File: src/rtl/cmp_pkg.sv
// rtl/cmp_pkg.sv - result/state types and flag decode for the compare result tracker
package cmp_pkg;

  typedef enum logic [1:0] {
    RES_NONE = 2'b00,
    RES_LT   = 2'b01,
    RES_EQ   = 2'b10,
    RES_GT   = 2'b11
  } res_t;

  typedef enum logic [2:0] {
    IDLE = 3'd0,
    LT   = 3'd1,
    EQ   = 3'd2,
    GT   = 3'd3,
    LOCK = 3'd4,
    ERR  = 3'd5
  } state_t;

  typedef struct packed {
    logic legal;
    res_t code;
  } dec_t;

  // One-hot flags map to a result code; anything else is illegal.
  function automatic dec_t decode(input logic lesser, input logic equal, input logic greater);
    dec_t d;
    d.legal = 1'b1;
    case ({lesser, equal, greater})
      3'b100:  d.code = RES_LT;
      3'b010:  d.code = RES_EQ;
      3'b001:  d.code = RES_GT;
      default: begin
        d.legal = 1'b0;
        d.code  = RES_NONE;
      end
    endcase
    return d;
  endfunction

endpackage

File: src/rtl/cmp_result_tracker_if.sv
// rtl/cmp_result_tracker_if.sv - comparator flag bus feeding the result tracker
interface cmp_result_tracker_if;
  logic in_valid;
  logic lesser;
  logic equal;
  logic greater;

  modport master (output in_valid, output lesser, output equal, output greater);
  modport slave  (input  in_valid, input  lesser, input  equal, input  greater);
endinterface

File: src/rtl/cmp_result_tracker_sat_counter.sv
// rtl/cmp_result_tracker_sat_counter.sv - saturating up-counter with sync reset and clear
module sat_counter #(
  parameter int W = 8
) (
  input  logic         clk,
  input  logic         rst,
  input  logic         clr,
  input  logic         inc,
  output logic [W-1:0] q
);

  // Count up on inc, stick at all-ones; rst and clr both return to zero first.
  always_ff @(posedge clk) begin
    if (rst || clr) begin
      q <= '0;
    end else if (inc && (q != {W{1'b1}})) begin
      q <= q + 1'b1;
    end
  end

endmodule

File: src/rtl/cmp_result_tracker.sv
// rtl/cmp_result_tracker.sv - registered summary of the comparator result stream; CMP_HIST_EN enables hist
module cmp_result_tracker
  import cmp_pkg::*;
#(
  parameter int CNT_W    = 8,
  parameter int LOCK_LEN = 4
) (
  input  logic                 clk,
  input  logic                 rst,
  input  logic                 clear,
  cmp_result_tracker_if.slave  cmp,
  output logic [1:0]           last_res,
  output logic [CNT_W-1:0]     cnt_lt,
  output logic [CNT_W-1:0]     cnt_eq,
  output logic [CNT_W-1:0]     cnt_gt,
  output logic [CNT_W-1:0]     streak,
  output logic                 lock,
  output logic                 chg,
  output logic                 err,
  output logic [7:0]           hist
);

  state_t state_q;
  state_t state_d;
  dec_t   dec;
  logic   accept;
  logic   take;
  logic   take_lt;
  logic   take_eq;
  logic   take_gt;
  logic   eq_hit;
  logic [CNT_W:0] streak_inc;

  assign dec     = decode(cmp.lesser, cmp.equal, cmp.greater);
  // ERR swallows every further sample until clear/rst.
  assign accept  = cmp.in_valid && (state_q != ERR);
  assign take    = accept && dec.legal;
  assign take_lt = take && (dec.code == RES_LT);
  assign take_eq = take && (dec.code == RES_EQ);
  assign take_gt = take && (dec.code == RES_GT);

  // A saturated streak is always past LOCK_LEN, so the unsaturated sum is enough here.
  assign streak_inc = {1'b0, streak} + 1'b1;
  assign eq_hit     = streak_inc >= (CNT_W+1)'(LOCK_LEN);

  sat_counter #(.W(CNT_W)) u_cnt_lt (.clk(clk), .rst(rst), .clr(clear), .inc(take_lt), .q(cnt_lt));
  sat_counter #(.W(CNT_W)) u_cnt_eq (.clk(clk), .rst(rst), .clr(clear), .inc(take_eq), .q(cnt_eq));
  sat_counter #(.W(CNT_W)) u_cnt_gt (.clk(clk), .rst(rst), .clr(clear), .inc(take_gt), .q(cnt_gt));
  sat_counter #(.W(CNT_W)) u_streak (.clk(clk), .rst(rst), .clr(clear || take_lt || take_gt),
                                     .inc(take_eq), .q(streak));

  // State register; clear behaves exactly like rst.
  always_ff @(posedge clk) begin
    if (rst || clear) begin
      state_q <= IDLE;
    end else begin
      state_q <= state_d;
    end
  end

  // Next state follows each accepted sample; illegal flags trap into ERR.
  always_comb begin
    state_d = state_q;
    if (accept) begin
      if (!dec.legal) begin
        state_d = ERR;
      end else begin
        case (dec.code)
          RES_LT:  state_d = LT;
          RES_GT:  state_d = GT;
          RES_EQ:  state_d = eq_hit ? LOCK : EQ;
          default: state_d = state_q;
        endcase
      end
    end
  end

  // err is a pure decode of the registered state, so it stays sticky with ERR.
  always_comb begin
    err = (state_q == ERR);
  end

  // Last result, change pulse and lock; all frozen outside accepted legal samples.
  always_ff @(posedge clk) begin
    if (rst || clear) begin
      last_res <= RES_NONE;
      chg      <= 1'b0;
      lock     <= 1'b0;
    end else begin
      chg <= 1'b0;
      if (take) begin
        last_res <= dec.code;
        chg      <= (last_res != RES_NONE) && (dec.code != last_res);
        if (dec.code == RES_EQ) begin
          if (eq_hit) begin
            lock <= 1'b1;
          end
        end else begin
          lock <= 1'b0;
        end
      end
    end
  end

`ifdef CMP_HIST_EN
  logic [7:0] hist_q;

  // Shift in each accepted code, newest in the low bits.
  always_ff @(posedge clk) begin
    if (rst || clear) begin
      hist_q <= 8'h00;
    end else if (take) begin
      hist_q <= {hist_q[5:0], dec.code};
    end
  end

  assign hist = hist_q;
`else
  assign hist = 8'h00;
`endif

endmodule
File: src/flat_wrapper.sv
// flat-port wrapper written by rule: the top's interface ports become plain ports
module cmp_result_tracker_flat import cmp_pkg::*;
#(
  parameter int CNT_W    = 8,
  parameter int LOCK_LEN = 4
)
  (clk, rst, clear, last_res, cnt_lt, cnt_eq, cnt_gt, streak, lock, chg, err, hist, cmp_in_valid, cmp_lesser, cmp_equal, cmp_greater);
  cmp_result_tracker_if cmp_i ();
  input  logic clk;
  input  logic rst;
  input  logic clear;
  output logic [1:0] last_res;
  output logic [CNT_W-1:0] cnt_lt;
  output logic [CNT_W-1:0] cnt_eq;
  output logic [CNT_W-1:0] cnt_gt;
  output logic [CNT_W-1:0] streak;
  output logic lock;
  output logic chg;
  output logic err;
  output logic [7:0] hist;
  input wire logic [$bits(cmp_i.in_valid)-1:0] cmp_in_valid;
  input wire logic [$bits(cmp_i.lesser)-1:0] cmp_lesser;
  input wire logic [$bits(cmp_i.equal)-1:0] cmp_equal;
  input wire logic [$bits(cmp_i.greater)-1:0] cmp_greater;
  assign cmp_i.in_valid = cmp_in_valid;
  assign cmp_i.lesser = cmp_lesser;
  assign cmp_i.equal = cmp_equal;
  assign cmp_i.greater = cmp_greater;
  cmp_result_tracker #(.CNT_W(CNT_W), .LOCK_LEN(LOCK_LEN)) u_core (.clk(clk), .rst(rst), .clear(clear), .cmp(cmp_i), .last_res(last_res), .cnt_lt(cnt_lt), .cnt_eq(cnt_eq), .cnt_gt(cnt_gt), .streak(streak), .lock(lock), .chg(chg), .err(err), .hist(hist));
endmodule
File: config.mk
export PLATFORM = sky130hd
export DESIGN_NAME = cmp_result_tracker_flat
export DESIGN_NICKNAME = d
export VERILOG_FILES = /design/src/rtl/cmp_pkg.sv /design/src/rtl/cmp_result_tracker_if.sv /design/src/rtl/cmp_result_tracker_sat_counter.sv /design/src/rtl/cmp_result_tracker.sv /design/src/flat_wrapper.sv
export SDC_FILE = /design/constraint.sdc
export NUM_CORES = 1
export LEC_CHECK = 0
export BUFFER_PORTS_ARGS = -buffer_cell sky130_fd_sc_hd__buf_2
export CELL_PAD_IN_SITES_DETAIL_PLACEMENT = 1
export CELL_PAD_IN_SITES_GLOBAL_PLACEMENT = 1
export CORE_ASPECT_RATIO = 0.7
export CORE_MARGIN = 5
export CORE_UTILIZATION = 39
export DETAILED_ROUTE_END_ITERATION = 16
export PLACE_DENSITY = 0.88
export SLEW_MARGIN = 20
export SYNTH_ARGS = -nofsm -noshare
export SYNTH_HDL_FRONTEND = slang
export SYNTH_SLANG_ARGS = --single-unit
File: constraint.sdc
create_clock -name clk -period 2.12 [get_ports clk]
set_clock_uncertainty 0.05 [all_clocks]
set_input_delay 0.212 -clock clk [delete_from_list [all_inputs] [get_ports clk]]
set_output_delay 0.212 -clock clk [all_outputs]
set_load 0.1 [all_outputs]
==> results.json <==
{
  "dp.cells": 357,
  "grt_pass1_vias": 2027,
  "muxShareOfSynthArea_pct": 0.9243,
  "antenna_violating_nets_post_route": 0,
  "synth_xor_area_share_pct": 0.4044,
  "cap_viol_max_count": 0,
  "hold_buffers": 0,
  "holdPathEnd": "u_core.u_cnt_gt.q[5]",
  "synth_cell_types": 54,
  "num_antenna_cells": 0,
  "drt_wl_total_um": 5930,
  "ff2ff_setup_slack_ns": 0.41,
  "powerDensity_mw_per_mm2": 587.1,
  "slew_violations": 0,
  "path_cells": "ha_1 > nand4_1 > nor2_1 > o21ai_0 > a21oi_1",
  "r2r.worst_path.cells": 5,
  "dieArea_mm2": 0.007168,
  "final-setup-viol-count": 0,
  "p_int_mw": 1.059,
  "layout_setup_ws_ns": 0.4097,
  "p_clk_share_pct": 38.9,
  "viasPerCell": 5.775,
  "regToRegStartpoint": "u_core.u_cnt_eq.q[0]",
  "r2r-end": "u_core.u_cnt_eq.q[1]",
  "std_cell_rows": 22,
  "port_buffers": 43,
  "htreeDepth": 2,
  "ys_ff_latch": 39,
  "whs_ns": 0.1567,
  "worstSetupPathType": "reg2reg",
  "cts_resized": 0,
  "switching_power_uw": 404.7,
  "final.min_clock_period_ns": 1.710,
  "post-place-ws_ns": 0.2988,
  "wl_per_cell_um": 16.25,
  "relSlewSlack_pct": 57.27,
  "post-dp-hpwl_um": 4278,
  "min_path_type": "in2reg",
  "synth_top_family_by_area": "simple AND/OR/NAND/NOR gates",
  "core_mm2": 0.005313,
  "final_cell_mix": "buf_2, dfxtp_1, a21oi_1, nand3_1, nand2_1",
  "nNetsFinal": 304,
  "power.share.switching_pct": 27.66,
  "syn_inst": 252,
  "fin_crit_sh_pct": 80.67,
  "ys_seq_area_share_pct": 36.05,
  "grt-busiest-layer": "met2",
  "hp-start": "clear",
  "drt_first_pass_iters": 4,
  "grt_start_max_net_pins": 25,
  "utilization_pct": 46.91,
  "grt_usage_pct": 16.92,
  "drive_above_1_share_pct": 23.89,
  "cts_setup_buffers": 0,
  "clock_latency_ns": 0.30,
  "async_reset_ff_share_pct": 0,
  "grt_pass1_wl_um": 9922,
  "fp.dieH_um": 72.35,
  "rsz0062_at_grt": "no",
  "yosys_warnings": 0,
  "cts.sinks": 39,
  "die_w_um": 99.07,
  "p_seq_share_pct": 50.6,
  "synth-main-ff-cell": "dfxtp_1",
  "area_growth_pct": 15.08,
  "start_util_pct": 40.77,
  "synth_area_per_cell_um2": 8.595,
  "hold_viol_final": 0,
  "grt_use_met3_pct": 3.650,
  "cts_buffers": 5,
  "cp_max_fo": 10,
  "post-route-drc-count": 0,
  "vias": 2108,
  "crit_path_start_kind": "flop",
  "synth-edff-count": 0,
  "cpMaxStageDelayCell": "nor2_1",
  "power_frac_comb_pct": 10.5,
  "ir_drop_v": 0.0002604,
  "arrival_ns": 1.88,
  "met1_usage_pct": 23.31,
  "cts_buffer_depth": 2,
  "root_buffer": "clkbuf_8",
  "final_cells": 365,
  "fmax_mhz": 584.7,
  "tightest_slew_ns": 0.6386,
  "fin_setup_tns_ns": 0,
  "power_leakage_nw": 0.9969,
  "crit_path_end_kind": "flop",
  "yosys.area_share.simple_pct": 29.87,
  "synth_fa_ha_area_share_pct": 2.889,
  "cp.required_ns": 2.29,
  "mostFrequentLayoutCell": "buf_2",
  "synth_compound_area_share_pct": 21.95,
  "syn-cell-area_mm2": 0.002166,
  "use_met2_pct": 26.26,
  "hold_depth": 3,
  "cts_tree": "done",
  "status": "complete, no violations",
  "clk_pin_slew_ns": 0.07,
  "place_congestion": 0.8328,
  "cp_slowest_stage_delay_ns": 0.45,
  "grt.overflow.total": 0,
  "io-pin-count": 52,
  "antenna_found_initial": 0,
  "initialDrtViolationCount": 106
}
[power by group through the flow]
stage / logic [mW] / registers [mW] / clock network (mW)
after global placement: 0.150 / 0.758 / 0
after floorplan: 0.128 / 0.772 / 0
final: 0.153 / 0.741 / 0.569
after global routing: 0.164 / 0.741 / 0.612
after detailed placement: 0.153 / 0.758 / 0
after CTS: 0.153 / 0.741 / 0.580
[flip-flops by register name, indices dropped and copies added (netlist names)]
register           cells
u_core.chg             1
u_core.last_res        2
u_core.lock            1
u_core.state_q         3
u_core.u_cnt_eq.q      8
u_core.u_cnt_gt.q      8
u_core.u_cnt_lt.q      8
u_core.u_streak.q      8
[through the flow]
| step | cell area [um2] | power, mW |
|---|---|---|
| after detailed placement | 2392 | 0.9110 |
| final | 2492 | 1.463 |
| after global routing | 2492 | 1.517 |
| after global placement | 2392 | 0.9084 |
| after floorplan | 2202 | 0.8997 |
| after CTS | 2492 | 1.474 |
[per-layer routing]
| metal | up-vias | routed length, um |
|---|---|---|
| met4 | 0 | 76 |
| li1 | 1037 | - |
| met2 | 50 | 2635 |
| met5 | - | 0 |
| met3 | 9 | 301 |
| met1 | 1012 | 2916 |
[worst max path at each step]
stage               depth (start not counted)                    to                  from  slack [ns]
floorplan                                   4  u_core.u_streak.q[3]  u_core.u_streak.q[4]       0.004
global placement                            5  u_core.u_streak.q[7]            cmp_lesser        0.42
detailed placement                          5  u_core.u_cnt_eq.q[7]            cmp_lesser        0.30
CTS                                         4  u_core.u_cnt_eq.q[7]  u_core.u_cnt_eq.q[2]        0.39
global route                                5  u_core.u_cnt_lt.q[2]  u_core.u_cnt_lt.q[0]        0.22
finish                                      5  u_core.u_cnt_eq.q[1]  u_core.u_cnt_eq.q[0]        0.41
[worst max-delay path: cells and delay by family, from the launching register on]
kind	cells	cell delay, ns
flip-flops	1	0.36
AND/OR/NAND/NOR	2	0.57
AO/OA/AOI/OAI	2	0.41
adder cells (fa/ha/maj)	1	0.24
[kinds of logic after synthesis]
logic type / after synthesis
buffers and inverters: 28
multiplexers: 2
XOR/XNOR: 1
AND/OR/NAND/NOR: 104
other: 1
AO/OA/AOI/OAI: 72
flip-flops: 39
adder cells (fa/ha/maj): 5
[synthesized netlist by cell type, types with 6 or more instances]
cell / number / area (um2)
dfxtp_1: 39 / 780.8
a21oi_1: 27 / 135.1
nand3_1: 16 / 80.08
nand2_1: 15 / 56.30
or4_1: 12 / 90.09
buf_4: 10 / 75.07
nor2_1: 10 / 37.54
o21ai_0: 9 / 45.04
inv_1: 8 / 30.03
o31ai_1: 8 / 60.06
o41ai_1: 8 / 70.07
or3_1: 7 / 43.79
nor3_1: 6 / 30.03
[final cells by class]
type                       count  area (um2)
tap                           72       90.09
clock buffer                   8       100.1
fill                         666        2820
timing repair buffer          46       237.7
multi-input combinational    192        1244
sequential                    39       790.8
inverter                       8       30.03
(Power assumes the default switching activity.)
